<file path="src/rtl/mouse_canvas_tracker.sv">
// Integrates PS/2 movement packets into a clamped screen cursor and turns
// left-button drags inside the handwriting window into 28x28 canvas writes.
module mouse_canvas_tracker #(
  parameter int SCR_W     = 640,
  parameter int SCR_H     = 480,
  parameter int CANVAS_X0 = 208,
  parameter int CANVAS_Y0 = 128,
  parameter int CELL_LOG2 = 3,
  parameter int GRID      = 28
) (
  input  logic       clk,
  input  logic       reset,
  input  logic       pkt_valid,
  input  logic [8:0] xm,
  input  logic [8:0] ym,
  input  logic [2:0] button,
  output logic [9:0] cur_x,
  output logic [9:0] cur_y,
  output logic       btn_l,
  output logic       wr_en,
  output logic [9:0] wr_addr,
  output logic       wr_data,
  output logic       clear_busy
);

  typedef enum logic [1:0] {IDLE, CALC, PAINT, CLEAR} state_t;

  localparam int CANVAS_PX = GRID << CELL_LOG2;
  localparam int CELL_W    = $clog2(GRID);
  localparam logic signed [11:0] X_MAX = 12'(SCR_W - 1);
  localparam logic signed [11:0] Y_MAX = 12'(SCR_H - 1);
  localparam logic [9:0] LAST_ADDR = 10'(GRID * GRID - 1);

  state_t state, state_nxt;
  logic [8:0] xm_q, ym_q, xm_nxt, ym_nxt;
  logic [2:0] btn_q, btn_nxt;
  logic [9:0] cur_x_nxt, cur_y_nxt, wr_addr_nxt;
  logic       btn_l_nxt, wr_en_nxt, wr_data_nxt, clear_busy_nxt;

  logic signed [11:0] nx_raw, ny_raw;
  logic [9:0]         cx, cy;
  logic               in_canvas;
  logic [CELL_W-1:0]  col, row;
  logic [9:0]         row10, paint_addr;
  logic               unused_mid;

  // The middle button is captured with the packet but drives nothing.
  assign unused_mid = btn_q[2];

  assign nx_raw = $signed({2'b00, cur_x}) + $signed({{3{xm_q[8]}}, xm_q});
  assign ny_raw = $signed({2'b00, cur_y}) - $signed({{3{ym_q[8]}}, ym_q});

  always_comb begin
    cx = nx_raw[9:0];
    cy = ny_raw[9:0];
    if (nx_raw < 0)          cx = '0;
    else if (nx_raw > X_MAX) cx = X_MAX[9:0];
    if (ny_raw < 0)          cy = '0;
    else if (ny_raw > Y_MAX) cy = Y_MAX[9:0];
  end

  assign in_canvas = (cx >= 10'(CANVAS_X0)) && (cx < 10'(CANVAS_X0 + CANVAS_PX)) &&
                     (cy >= 10'(CANVAS_Y0)) && (cy < 10'(CANVAS_Y0 + CANVAS_PX));

  // Multiply-free row*28 for the fixed 28-cell grid.
  assign col        = CELL_W'((cx - 10'(CANVAS_X0)) >> CELL_LOG2);
  assign row        = CELL_W'((cy - 10'(CANVAS_Y0)) >> CELL_LOG2);
  assign row10      = 10'(row);
  assign paint_addr = (row10 << 4) + (row10 << 3) + (row10 << 2) + 10'(col);

  always_ff @(posedge clk) begin
    if (reset) begin
      state      <= IDLE;
      xm_q       <= '0;
      ym_q       <= '0;
      btn_q      <= '0;
      cur_x      <= 10'(SCR_W / 2);
      cur_y      <= 10'(SCR_H / 2);
      btn_l      <= 1'b0;
      wr_en      <= 1'b0;
      wr_addr    <= '0;
      wr_data    <= 1'b0;
      clear_busy <= 1'b0;
    end else begin
      state      <= state_nxt;
      xm_q       <= xm_nxt;
      ym_q       <= ym_nxt;
      btn_q      <= btn_nxt;
      cur_x      <= cur_x_nxt;
      cur_y      <= cur_y_nxt;
      btn_l      <= btn_l_nxt;
      wr_en      <= wr_en_nxt;
      wr_addr    <= wr_addr_nxt;
      wr_data    <= wr_data_nxt;
      clear_busy <= clear_busy_nxt;
    end
  end

  // Write strobes are decided one state early so they land registered in
  // the PAINT/CLEAR cycles themselves.
  always_comb begin
    state_nxt      = state;
    xm_nxt         = xm_q;
    ym_nxt         = ym_q;
    btn_nxt        = btn_q;
    cur_x_nxt      = cur_x;
    cur_y_nxt      = cur_y;
    btn_l_nxt      = btn_l;
    wr_en_nxt      = 1'b0;
    wr_addr_nxt    = wr_addr;
    wr_data_nxt    = wr_data;
    clear_busy_nxt = 1'b0;
    case (state)
      IDLE: begin
        if (pkt_valid) begin
          xm_nxt    = xm;
          ym_nxt    = ym;
          btn_nxt   = button;
          state_nxt = CALC;
        end
      end
      CALC: begin
        cur_x_nxt = cx;
        cur_y_nxt = cy;
        btn_l_nxt = btn_q[0];
        if (btn_q[1]) begin
          state_nxt      = CLEAR;
          wr_en_nxt      = 1'b1;
          wr_data_nxt    = 1'b0;
          wr_addr_nxt    = '0;
          clear_busy_nxt = 1'b1;
        end else if (btn_q[0] && in_canvas) begin
          state_nxt   = PAINT;
          wr_en_nxt   = 1'b1;
          wr_data_nxt = 1'b1;
          wr_addr_nxt = paint_addr;
        end else begin
          state_nxt = IDLE;
        end
      end
      PAINT: state_nxt = IDLE;
      CLEAR: begin
        if (wr_addr == LAST_ADDR) begin
          state_nxt   = IDLE;
          wr_addr_nxt = '0;
        end else begin
          wr_en_nxt      = 1'b1;
          clear_busy_nxt = 1'b1;
          wr_addr_nxt    = wr_addr + 10'd1;
        end
      end
      default: state_nxt = IDLE;
    endcase
  end

endmodule

</file>
<file path="config.mk">
export PLATFORM = sky130hd
export DESIGN_NAME = mouse_canvas_tracker
export DESIGN_NICKNAME = d
export VERILOG_FILES = /design/src/rtl/mouse_canvas_tracker.sv
export SDC_FILE = /design/constraint.sdc
export NUM_CORES = 1
export LEC_CHECK = 0
export CAP_MARGIN = 20
export CORE_ASPECT_RATIO = 1.4
export CORE_MARGIN = 2
export CORE_UTILIZATION = 35
export CTS_CLUSTER_SIZE = 30
export DETAILED_ROUTE_END_ITERATION = 10
export GPL_TIMING_DRIVEN = 0
export PLACE_DENSITY = 0.65
export SYNTH_ARGS = -nofsm -noshare
export SYNTH_HDL_FRONTEND = slang
export SYNTH_SLANG_ARGS = --single-unit
</file>
<file path="constraint.sdc">
create_clock -name clk -period 8.3 [get_ports clk]
set_clock_uncertainty 0.2 [all_clocks]
set_input_delay 0.83 -clock clk [delete_from_list [all_inputs] [get_ports clk]]
set_output_delay 0.83 -clock clk [all_outputs]
set_load 0.01 [all_outputs]
</file>
==> qor.log, run 1 <==
INFO  yosys          dominantRegCellSynth=sky130_fd_sc_hd__dfxtp_1
INFO  setup_path     critPathMaxFanout=8
INFO  timing         layout_worst_path_cycle_share=0.743
INFO  routing        finalWirelength=11,800um
INFO  floorplan      core-area=12,400squm
INFO  yosys          synth_cells=550
INFO  status         result_of_the_run=completed
INFO  routing        antenna_left=0
INFO  finish         num-nets-final=687
INFO  setup_path     crit_path_cells=ha_1 -> inv_1 -> fa_1 -> nand2b_1 -> a21oi_1 -> nor4_1 -> o21a_1 -> o311ai_0 -> o21ai_2 -> o21ai_0 -> ha_1 -> xnor2_1 -> fa_1 -> fa_1 -> inv_1 -> ha_1 -> a21o_1 -> a21o_1 -> a21o_1 -> a21oi_1 -> xnor2_1 -> a21oi_1 -> or2_0 -> a21oi_1
INFO  setup_path     kind_of_end_point_of_the_critical_path=register
INFO  global_routing vias_in_the_first_global_route=3,974
INFO  floorplan      die_y=138um
INFO  yosys          synth_largest_area_cell=sky130_fd_sc_hd__dfxtp_1
INFO  routing        initialDrtViolationCount=189
INFO  yosys          synth_top_family_by_area=compound AO/OA/AOI/OAI gates
INFO  yosys          ys_seq_area_frac=0.251
INFO  timing         setup_viol=0
INFO  yosys          synth_xor_area_frac=0.0428
INFO  timing         fin_setup_tns=0ps
INFO  routing        drt-vias-per-instance=5.51
INFO  setup_path     endpoint_required_time_on_the_critical_path=8330ps
INFO  floorplan      start_util=0.361
INFO  yosys          synth_enable_flop_cells=0
INFO  timing         fmaxAchievable=162MHz
INFO  clock_network  cts_setup_buffers=0
INFO  clock_network  clock_tree.buffer_depth=2
INFO  clock_network  cts.reportedPaths.clkPinSlew=80ps
INFO  clock_network  clock_latency_reported_for_the_late_side_of_the_worst_skew_pair=300ps
INFO  routing        drc_errors=0
INFO  yosys          synth-compound-area-share=0.284
INFO  yosys          ys.warnings.count=0
INFO  setup_path     cp_slowest_stage_delay=540ps
INFO  yosys          synth_area_leaders=sky130_fd_sc_hd__dfxtp_1, sky130_fd_sc_hd__ha_1, sky130_fd_sc_hd__a21oi_1, sky130_fd_sc_hd__nand2_1, sky130_fd_sc_hd__fa_1
INFO  yosys          post_synth_fa_ha_maj_area_fraction=0.155
INFO  power          static-leakage-power=0.00214uW
INFO  floorplan      core.rowCount=48
INFO  placement      port-buffer-count=56
INFO  finish         area.growth.synth_to_final=20.5%
INFO  floorplan      design.die.area=13,700squm
INFO  global_routing grt.overflow.total=0
INFO  global_routing grt_first_pass_wirelength=19,000um
INFO  finish         fin_util=0.435
INFO  yosys          synth_top_area_frac=0.251
INFO  yosys          synth.cell_area=4470squm
INFO  clock_network  postCtsResizedCells=0
INFO  timing         max_slew_margin=0.456
INFO  clock_network  clock_sink_count=56
INFO  routing        average_wire_per_standard_cell=15.5um
INFO  setup_path     start_kind=register
INFO  global_routing globalRouteTotalUtil=0.172
INFO  clock_network  cts.hold.buffers_added=0
INFO  worst_hold_path holdCritPathClass=reg -> reg
INFO  clock_network  cts_tree=done
INFO  clock_network  h-tree-depth=2
INFO  timing         worst_pin_slew=816ps
INFO  yosys          most_numerous_cell_in_the_yosys_netlist=sky130_fd_sc_hd__nand2_1
INFO  power          power.density=247nW/um^2
INFO  setup_path     slowest_stage=sky130_fd_sc_hd__o21ai_0
INFO  job            maxCapViolations=0
INFO  yosys          avgSynthCellArea=8.13squm
INFO  global_routing grt_max_degree=18
INFO  timing         timing_hold_violations_final=0
INFO  timing         rsz0062_at_grt=false
INFO  clock_network  cts-root-buf=sky130_fd_sc_hd__clkbuf_16
INFO  finish         layout-drive-gt1-share=0.0700
INFO  yosys          post_synth_mux_area_share=0.0134
INFO  setup_path     crit_top_cell=sky130_fd_sc_hd__a21oi_1
INFO  global_routing antenna_found_initial=0
INFO  yosys          synth_cell_type_count=69
INFO  yosys          ys_ff_latch=56
INFO  yosys          share_of_synthesized_cell_area_in_and_or_nand_and_nor_gates=0.186
INFO  finish         num_antenna_cells=0
INFO  timing         period_needed=6160ps
INFO  placement      globalplace.congestion=0.918
INFO  routing        dr_total_vias=4,206
INFO  power          report.power.total=1330uW
INFO  yosys          synth-async-reset-ratio=0
INFO  setup_path     timing_worst_setup_path_type=reg -> reg
INFO  clock_network  cts_inserted_buffers=5
INFO  floorplan      fp.dieW=99.5um
INFO  floorplan      io_pins=58
INFO  routing        drt_pass1_iterations=5
INFO  setup_path     cp.arrival=6190ps
INFO  timing         slew_viol_final=0
INFO  power          max-vdd-ir-drop=0.119mV
INFO  placement      place.detailed.hpwl=9430um
INFO  yosys          synth_fp_nets=624
INFO  yosys          leading_cell_types_by_count_after_synthesis=sky130_fd_sc_hd__nand2_1, sky130_fd_sc_hd__a21oi_1, sky130_fd_sc_hd__dfxtp_1
==> sequential cells by signal (all words and copies together), names as in the netlist <==
register / flops
btn_l: 1
btn_q: 2
clear_busy: 1
cur_x: 10
cur_y: 10
state: 2
wr_addr: 10
wr_data: 1
wr_en: 1
xm_q: 9
ym_q: 9
==> per-stage QoR <==
| stage | hold slack [ps] | instance area [sq um] | instances | setup WS, ps |
|---|---|---|---|---|
| 2_1_floorplan | 236 | 4470 | 550 | 2740 |
| 3_3_place_gp | 246 | 5220 | 756 | 2180 |
| 3_5_place_dp | 250 | 5220 | 756 | 2170 |
| 4_1_cts | 260 | 5390 | 764 | 2120 |
| 5_1_grt | 284 | 5390 | 764 | 1690 |
| 6_report | 259 | 5390 | 764 | 2140 |
==> layout by cell type (no fill, tap or decap), drive strengths merged, types with 3 or more instances in the layout <==
cell type	count
a211o	4
a211oi	16
a21o	14
a21oi	65
a31oi	9
and2	4
buf	8
clkbuf	20
clkdlybuf4s50	56
dfxtp	56
fa	9
ha	41
inv	42
mux2i	6
nand2	74
nand2b	10
nand3	7
nor2	42
nor2b	4
nor3	16
nor4	6
o211a	6
o211ai	10
o21ai	21
o21bai	3
o22ai	3
o311ai	4
o32ai	4
or2	4
or3	3
xnor2	15
xor2	6
==> worst paths after layout <==
check | slack (ps) | start | to | depth (start not counted)
setup reg to reg | 2140 | cur_x[0] | wr_addr[9] | 24
setup / recovery | 2140 | cur_x[0] | wr_addr[9] | 24
hold reg to reg | 260 | ym_q[2] | ym_q[2] | 2
hold / removal | 260 | ym_q[2] | ym_q[2] | 2
==> logic make-up after synthesis <==
family	Yosys count
flip-flops	56
adder cells (fa/ha/maj)	50
AO/OA/AOI/OAI	174
XOR/XNOR	21
multiplexers	6
buffers and inverters	64
AND/OR/NAND/NOR	179
==> routing by layer <==
metal / global-route usage / vias to the layer above / part of all wire
met5: 0 / - / 0
li1: - / 2077 / -
met4: 0.0723 / 0 / 0.033
met3: 0.0193 / 23 / 0.036
met2: 0.320 / 118 / 0.52
met1: 0.199 / 1988 / 0.41
==> worst max-delay path, delay by kind of cell (launching register included) <==
kind / cells / cell delay (ps)
buf+inv: 2 / 100
compound gates: 11 / 2580
flops: 1 / 370
xor+xnor: 2 / 250
simple gates: 3 / 540
fa+ha+maj: 6 / 2050
==> power breakdown <==
part / internal (uW) / switching (uW)
combinational: 340 / 435
clock: 144 / 105
sequential: 288 / 19.3
total: 772 / 560
==> area by class of cell <==
cell class	instances	area, sq um
Fill cell	1248	6990
Multi-Input combinational cell	430	3050
Sequential cell	56	1120
Timing Repair Buffer	56	561
Tap cell	150	188
Inverter	41	154
Buffer	23	148
Clock buffer	6	129
Clock inverter	2	38.8
No activity file was read; power rests on OpenSTA's default activity.
==> inputs of run 2 (changes only) <==
--- a/config.mk
+++ b/config.mk
@@ -12,7 +12,7 @@
 export CTS_CLUSTER_SIZE = 30
 export DETAILED_ROUTE_END_ITERATION = 10
 export GPL_TIMING_DRIVEN = 0
-export PLACE_DENSITY = 0.65
+export PLACE_DENSITY = 0.67
 export SYNTH_ARGS = -nofsm -noshare
 export SYNTH_HDL_FRONTEND = slang
 export SYNTH_SLANG_ARGS = --single-unit
==> constraint.sdc (replaced) <==
create_clock -name clk -period 5 [get_ports clk]
set_clock_uncertainty 0.2 [all_clocks]
set_input_delay 0.5 -clock clk [delete_from_list [all_inputs] [get_ports clk]]
set_output_delay 0.5 -clock clk [all_outputs]
set_load 0.01 [all_outputs]
==> run 2 against run 1 <==
  * The run now ends with negative setup slack left
  * Fmax up 16%
  * Combinational power up 100%
  * Die area unchanged
  * Global-route usage up 2.0 points
  * Final cell count up 4.7%
  * Core utilization up 4.4 points
  * Design area up 10%
  * Routed wire length up 11%
  * Non-clock buffer count up 36
  * First-iteration DRC count up 21%
==> qor.log, run 2 (synthesis results as in run 1) <==
INFO  setup_path     start_kind=register
INFO  routing        dr_wl_met3=429um [-0.23%]
INFO  worst_hold_path timing.hold.worst_path_depth=2 [unchanged]
INFO  routing        drt_pass1_iterations=4 [-1]
INFO  placement      worst_slack_placed=-701ps [-2870 ps]
INFO  clock_network  clock_sink_count=56 [unchanged]
INFO  floorplan      fp.dieW=99.5um [unchanged]
INFO  finish         num-nets-final=723 [+5.2%]
INFO  setup_path     reg2reg_slack=-330ps [-2460 ps]
INFO  power          power.density=420nW/um^2 [+70%]
INFO  timing         timing.hold.ws=256ps [-3.07 ps]
INFO  floorplan      start_util=0.361 [unchanged]
INFO  floorplan      core-area=12,400squm [unchanged]
INFO  timing         max_slew_margin=0.576 [+0.120]
INFO  routing        antenna_left=0 [unchanged]
INFO  finish         num_antenna_cells=0 [unchanged]
INFO  floorplan      design.die.area=13,700squm [unchanged]
INFO  routing        drt-vias-per-instance=5.41 [-1.7%]
INFO  timing         slew_viol_final=0 [unchanged]
INFO  placement      placed_area=5340squm [+2.2%]
INFO  clock_network  clock_latency_reported_for_the_late_side_of_the_worst_skew_pair=310ps [about the same]
INFO  global_routing vias_in_the_first_global_route=4,293 [+8.0%]
INFO  clock_network  cts-root-buf=sky130_fd_sc_hd__clkbuf_16
INFO  placement      globalplace.congestion=0.871 [-5.1%]
INFO  clock_network  cts_tree=done
INFO  setup_path     cp_slowest_stage_delay=510ps [-30 ps]
INFO  placement      port-buffer-count=56 [unchanged]
INFO  setup_path     crit-reg2reg-launch=cur_x[0]
INFO  setup_path     crit_top_cell=sky130_fd_sc_hd__a21o_1
INFO  global_routing grt_max_degree=18 [unchanged]
INFO  setup_path     crit_reg_reg_endpoint=wr_addr[9]
INFO  routing        drc_errors=0 [unchanged]
INFO  setup_path     endpoint_required_time_on_the_critical_path=5040ps [-3290 ps]
INFO  routing        met2_wirelength=7020um [+15%]
INFO  clock_network  cts.hold.buffers_added=0 [unchanged]
INFO  timing         timing_hold_violations_final=0 [unchanged]
INFO  finish         area.growth.synth_to_final=32.6%
INFO  global_routing grt.overflow.total=0 [unchanged]
INFO  power          static-leakage-power=0.00235uW [+9.7%]
INFO  finish         most-common-layout-cells=sky130_fd_sc_hd__nand2_1, sky130_fd_sc_hd__clkdlybuf4s50_1, sky130_fd_sc_hd__a21oi_1
INFO  setup_path     kind_of_end_point_of_the_critical_path=register
INFO  clock_network  clock_tree.buffer_depth=2 [unchanged]
INFO  power          report.power.total=2490uW [+87%]
INFO  clock_network  cts.reportedPaths.clkPinSlew=80ps [about the same]
INFO  clock_network  h-tree-depth=2 [unchanged]
INFO  timing         period_needed=5330ps [-838 ps]
INFO  power          max-vdd-ir-drop=0.315mV [+160%]
INFO  timing         worst_pin_slew=633ps [-183 ps]
INFO  timing         fmaxAchievable=188MHz [+16%]
INFO  floorplan      core.rowCount=48 [unchanged]
INFO  worst_hold_path hold_end=ym_q[3]
INFO  timing         finalWorstSetupSlack=-326ps [-2460 ps]
INFO  job            maxCapViolations=0 [unchanged]
INFO  routing        dr_total_vias=4,328 [+2.9%]
INFO  finish         final_design_area_no_fill=5930squm [+10%]
INFO  routing        initialDrtViolationCount=228 [+21%]
INFO  setup_path     cp-startpoint=cur_x[0]
INFO  status         failing_checks=negative setup slack
INFO  finish         layout-drive-gt1-share=0.182 [+0.112]
INFO  finish         top_regs=cur_x (10), cur_y (10), wr_addr (10)
INFO  global_routing antenna_found_initial=0 [unchanged]
INFO  clock_network  cts_inserted_buffers=5 [unchanged]
INFO  placement      place.detailed.hpwl=9620um [+2.0%]
INFO  status         result_of_the_run=finished, violations left
INFO  timing         rsz0062_at_grt=true
INFO  routing        highest_layer=met4
INFO  worst_hold_path holdCritPathClass=reg -> reg
INFO  setup_path     cp.arrival=5360ps [-830 ps]
INFO  timing         layout_worst_path_cycle_share=1.07 [+0.323]
INFO  routing        route.layer.met1.wl=5170um [+6.1%]
INFO  setup_path     r2r_cells=24 [unchanged]
INFO  routing        average_wire_per_standard_cell=16.4um [+5.8%]
INFO  timing         setup_viol=10 [+10]
INFO  setup_path     timing_worst_setup_path_type=reg -> reg
INFO  setup_path     critPathMaxFanout=5 [-3]
INFO  setup_path     crit_path_cells=ha_4 -> inv_1 -> fa_2 -> nand2b_4 -> a21oi_4 -> o211ai_1 -> a221oi_1 -> a31oi_1 -> o21ai_2 -> o21ai_4 -> ha_4 -> xnor2_2 -> fa_2 -> fa_1 -> inv_1 -> ha_2 -> a21o_1 -> a21o_1 -> a21o_1 -> a21oi_2 -> xnor2_1 -> a21oi_1 -> or2_0 -> a21oi_1
INFO  global_routing grt_first_pass_wirelength=20,900um [+9.8%]
INFO  floorplan      io_pins=58 [unchanged]
INFO  setup_path     slowest_stage=sky130_fd_sc_hd__fa_1
INFO  global_routing globalRouteTotalUtil=0.192 [+0.0201]
INFO  floorplan      die_y=138um [unchanged]
INFO  routing        finalWirelength=13,100um [+11%]
INFO  finish         mostFrequentLayoutCell=sky130_fd_sc_hd__nand2_1
INFO  worst_hold_path holdCritStartpoint=ym_q[3]
==> run 2: cell types whose count changed in the layout (fill, tap and decap cells not counted), sizes merged <==
cell,delta
clkinv,+1
buf,+36
clkinvlp,+1
inv,-1
bufinv,-1
==> run 2: how the worst max path moves through the flow <==
| stage | to | depth (start not counted) |
|---|---|---|
| after detailed placement | wr_addr[9] | 23 |
| after global placement | wr_addr[9] | 23 |
| final | wr_addr[9] | 24 |
| after global routing | wr_addr[9] | 24 |
| after CTS | wr_addr[9] | 23 |
| after floorplan | wr_addr[9] | 23 |
==> run 2: cell type report <==
type	instances	area [sq um]
buffer	23	148
clock buffer	6	150
clock inverter	2	12.5
fill	1180	6440
inverter	41	154
multi-input combinational	430	3290
sequential	56	1130
tap	150	188
timing repair buffer	92	856
==> run 2: worst max-delay path: cells and delay by family, from the launching register on <==
kind	cells	cell delay, ps
DFF	1	370
AOI/OAI and AO/OA	12	2160
buffers and inverters	2	90
and+or+nand+nor	2	400
xor gates and xnor gates	2	280
adders and majority gates	6	1740
==> run 2: layer usage <==
metal | GRT usage | vias up
met4 | 0.0875 | 0
met1 | 0.208 | 2059
met5 | 0 | -
li1 | - | 2144
met2 | 0.370 | 95
met3 | 0.0228 | 30
==> run 2: stage by stage <==
step / std cells / util / setup TNS, ps
3_3_place_gp: 756 / 0.431 / -1370
2_1_floorplan: 550 / - / 0
3_5_place_dp: 756 / 0.431 / -1750
6_report: 800 / 0.479 / -1060
4_1_cts: 793 / 0.467 / -457
5_1_grt: 800 / 0.479 / -3230
==> run 2: report_power, final <==
| part | internal, uW | switching (uW) | total [uW] |
|---|---|---|---|
| Clock | 216 | 183 | 400 |
| Sequential | 478 | 33.6 | 512 |
| Combinational | 743 | 834 | 1580 |
==> run 2: repair_timing <==
item                                    4_1_cts  5_1_grt
cloned                                        0        0
pin swaps                                    25       25
endpoints found under the setup margin        5       13
gates resized for setup                      15       15
buffers inserted                             29        7
==> inputs of run 3 (changes only) <==
--- a/config.mk
+++ b/config.mk
@@ -12,6 +12,7 @@
 export CTS_CLUSTER_SIZE = 30
 export DETAILED_ROUTE_END_ITERATION = 10
 export GPL_TIMING_DRIVEN = 0
+export MAX_ROUTING_LAYER = met4
 export PLACE_DENSITY = 0.67
 export SYNTH_ARGS = -nofsm -noshare
 export SYNTH_HDL_FRONTEND = slang
==> run 3 against run 2 <==
  * The flow still finishes with violations (negative setup slack)
  * Total power increased by 6.6%
  * Clock-buffer cell count increased by 2
  * Fmax decreased by 0.28%
  * Sequential share of layout area decreased by 0.55 points
  * Core utilization increased by 1.4 points
  * Register-to-register slack about the same
  * Die area unchanged
  * Sequential power about the same
  * Via count increased by 1.5%
  * Design area increased by 3.0%
==> qor.log, run 3 (synthesis results as in run 1) <==
INFO  clock_network  cts_inserted_buffers=5 [unchanged]
INFO  routing        antenna_left=0 [unchanged]
INFO  placement      globalplace.congestion=0.859 [-1.4%]
INFO  status         result_of_the_run=finished, violations left
INFO  setup_path     start_kind=register
INFO  power          max-vdd-ir-drop=0.316mV [+0.32%]
INFO  timing         fmaxAchievable=187MHz [-0.28%]
INFO  setup_path     endpoint_required_time_on_the_critical_path=5030ps [about the same]
INFO  finish         num_antenna_cells=0 [unchanged]
INFO  clock_network  h-tree-depth=2 [unchanged]
INFO  finish         fin_util=0.493 [+0.0144]
INFO  finish         top_regs=cur_x (10), cur_y (10), wr_addr (10)
INFO  timing         layout_worst_path_cycle_share=1.07 [+0.00296]
INFO  routing        dr_wl_met3=372um [-13%]
INFO  setup_path     cp.arrival=5370ps [about the same]
INFO  global_routing vias_in_the_first_global_route=4,530 [+5.5%]
INFO  placement      placed_cells_incl_taps=756 [unchanged]
INFO  routing        drt_pass1_iterations=4 [unchanged]
INFO  placement      port-buffer-count=56 [unchanged]
INFO  status         failing_checks=negative setup slack
INFO  floorplan      core-area=12,400squm [unchanged]
INFO  routing        drt-vias-per-instance=5.43 [+0.35%]
INFO  clock_network  cts-root-buf=sky130_fd_sc_hd__clkbuf_16
INFO  clock_network  cts.reportedPaths.clkPinSlew=80ps [about the same]
INFO  routing        highest_layer=met4
INFO  worst_hold_path holdCritPathClass=reg -> reg
INFO  power          power.density=435nW/um^2 [+3.5%]
INFO  finish         final-seq-area=1130squm [unchanged]
INFO  routing        finalWirelength=13,500um [+3.2%]
INFO  finish         multi_input_comb_area=3390squm [+2.9%]
INFO  finish         mostFrequentLayoutCell=sky130_fd_sc_hd__nand2_1
INFO  routing        initialDrtViolationCount=223 [-2.2%]
INFO  job            maxCapViolations=0 [unchanged]
INFO  finish         num-nets-final=732 [+1.2%]
INFO  finish         area.growth.synth_to_final=36.6%
INFO  timing         finalWorstSetupSlack=-341ps [-14.8 ps]
INFO  placement      place.detailed.hpwl=10,000um [+4.1%]
INFO  global_routing grt_first_pass_wirelength=21,900um [+4.7%]
INFO  timing         timing.hold.ws=257ps [+1.74 ps]
INFO  routing        route.layer.met1.wl=5470um [+5.9%]
INFO  floorplan      core.rowCount=48 [unchanged]
INFO  floorplan      fp.dieW=99.5um [unchanged]
INFO  floorplan      start_util=0.361 [unchanged]
INFO  global_routing globalRouteTotalUtil=0.206 [+0.0138]
INFO  floorplan      io_pins=58 [unchanged]
INFO  placement      worst_slack_placed=-702ps [-1.23 ps]
INFO  routing        average_wire_per_standard_cell=16.7um [+2.1%]
INFO  global_routing antenna_found_initial=0 [unchanged]
INFO  routing        drc_errors=0 [unchanged]
INFO  setup_path     critPathMaxFanout=6 [+1]
INFO  timing         max_slew_margin=0.545 [-0.0309]
INFO  routing        dr_total_vias=4,392 [+1.5%]
INFO  finish         finish.cell_count_without_fillers=809 [+1.1%]
INFO  timing         setup_viol=4 [-6]
INFO  global_routing grt.overflow.total=0 [unchanged]
INFO  setup_path     kind_of_end_point_of_the_critical_path=register
INFO  clock_network  clock_latency_reported_for_the_late_side_of_the_worst_skew_pair=300ps [about the same]
INFO  finish         layout-drive-gt1-share=0.205 [+0.0233]
INFO  finish         n_fill_cell=1,177 [-0.25%]
INFO  setup_path     timing_worst_setup_path_type=reg -> reg
INFO  clock_network  clock_tree.buffer_depth=2 [unchanged]
INFO  global_routing grt_max_degree=17 [-1]
INFO  timing         rsz0062_at_grt=true
INFO  finish         most-common-layout-cells=sky130_fd_sc_hd__nand2_1, sky130_fd_sc_hd__clkdlybuf4s50_1, sky130_fd_sc_hd__a21oi_1
INFO  timing         fin_setup_tns=-911ps [+146 ps]
INFO  routing        met2_wirelength=7320um [+4.3%]
INFO  timing         period_needed=5340ps [+14.8 ps]
INFO  power          static-leakage-power=0.00242uW [+3.0%]
INFO  floorplan      die_y=138um [unchanged]
INFO  clock_network  cts_tree=done
INFO  timing         timing_hold_violations_final=0 [unchanged]
INFO  floorplan      design.die.area=13,700squm [unchanged]
INFO  timing         slew_viol_final=0 [unchanged]
INFO  clock_network  clock_sink_count=56 [unchanged]
INFO  timing         worst_pin_slew=679ps [+46.2 ps]
run 3: cell count changes in the layout (fill, tap and decap cells not counted), moves of 3 or more:
cell and change:
sky130_fd_sc_hd__buf_4 +5, sky130_fd_sc_hd__inv_2 +3, sky130_fd_sc_hd__inv_1 -3, sky130_fd_sc_hd__buf_6 +4
run 3: final timing paths:
| kind | startpoint | slack, ps | endpoint | cells after the start |
|---|---|---|---|---|
| setup / recovery | cur_y[0] | -340 | wr_addr[9] | 24 |
| hold reg to reg | ym_q[2] | 260 | ym_q[2] | 2 |
| hold / removal | ym_q[2] | 260 | ym_q[2] | 2 |
| setup reg to reg | cur_y[0] | -340 | wr_addr[9] | 24 |
run 3: layout make-up:
cell class / count / share of cell area
multi-input cells: 430 / 0.555
flip-flops and latches: 56 / 0.185
repair buffers: 101 / 0.155
well taps: 150 / 0.0307
clock buffers: 8 / 0.0256
inverters: 41 / 0.0252
plain buffers: 23 / 0.0242
run 3: per-stage QoR:
step           cell area (sq um)  total power (uW)
6_report                    6100              2650
5_1_grt                     6100              2860
4_1_cts                     5850              2490
3_5_place_dp                5340              1890
3_3_place_gp                5340              1850
2_1_floorplan               4590              1550
run 3: worst max-delay path, cell delays in order (launching register included):
cell and delay (ps):
sky130_fd_sc_hd__dfxtp_2 340, sky130_fd_sc_hd__inv_2 60, sky130_fd_sc_hd__ha_4 120, sky130_fd_sc_hd__inv_2 30, sky130_fd_sc_hd__fa_2 360, sky130_fd_sc_hd__a21o_1 220
sky130_fd_sc_hd__a311o_1 400, sky130_fd_sc_hd__o311ai_4 110, sky130_fd_sc_hd__nor4b_4 270, sky130_fd_sc_hd__nand2_1 130, sky130_fd_sc_hd__a31oi_4 370, sky130_fd_sc_hd__a21oi_4 100
sky130_fd_sc_hd__buf_6 170, sky130_fd_sc_hd__fa_2 370, sky130_fd_sc_hd__fa_2 580, sky130_fd_sc_hd__inv_2 40, sky130_fd_sc_hd__ha_4 160, sky130_fd_sc_hd__a21o_1 150
sky130_fd_sc_hd__a21o_1 170, sky130_fd_sc_hd__a21o_1 190, sky130_fd_sc_hd__a21oi_2 140, sky130_fd_sc_hd__xnor2_1 130, sky130_fd_sc_hd__a21oi_1 70, sky130_fd_sc_hd__or2_0 210
sky130_fd_sc_hd__a21oi_1 150
run 3: timing repair:
action	4_1_cts	5_1_grt
endpoints found under the setup margin	5	13
setup buffers	31	17
gates resized for setup	27	23
pin swaps	30	34
hold buffers	0	0
gates cloned	0	1
run 3: metal layers:
layer	vias to the layer above	GRT usage
met5	-	-
met1	2116	0.220
li1	2165	-
met3	26	0.0274
met2	85	0.381
met4	0	0.0860
run 3: power by group:
group          total [uW]  internal (uW)  switching, uW  leakage (uW)
registers             513            478           35.0      0.000460
logic                1760            860            897       0.00189
clock network         383            214            169     0.0000772
total                2650           1550           1100       0.00242
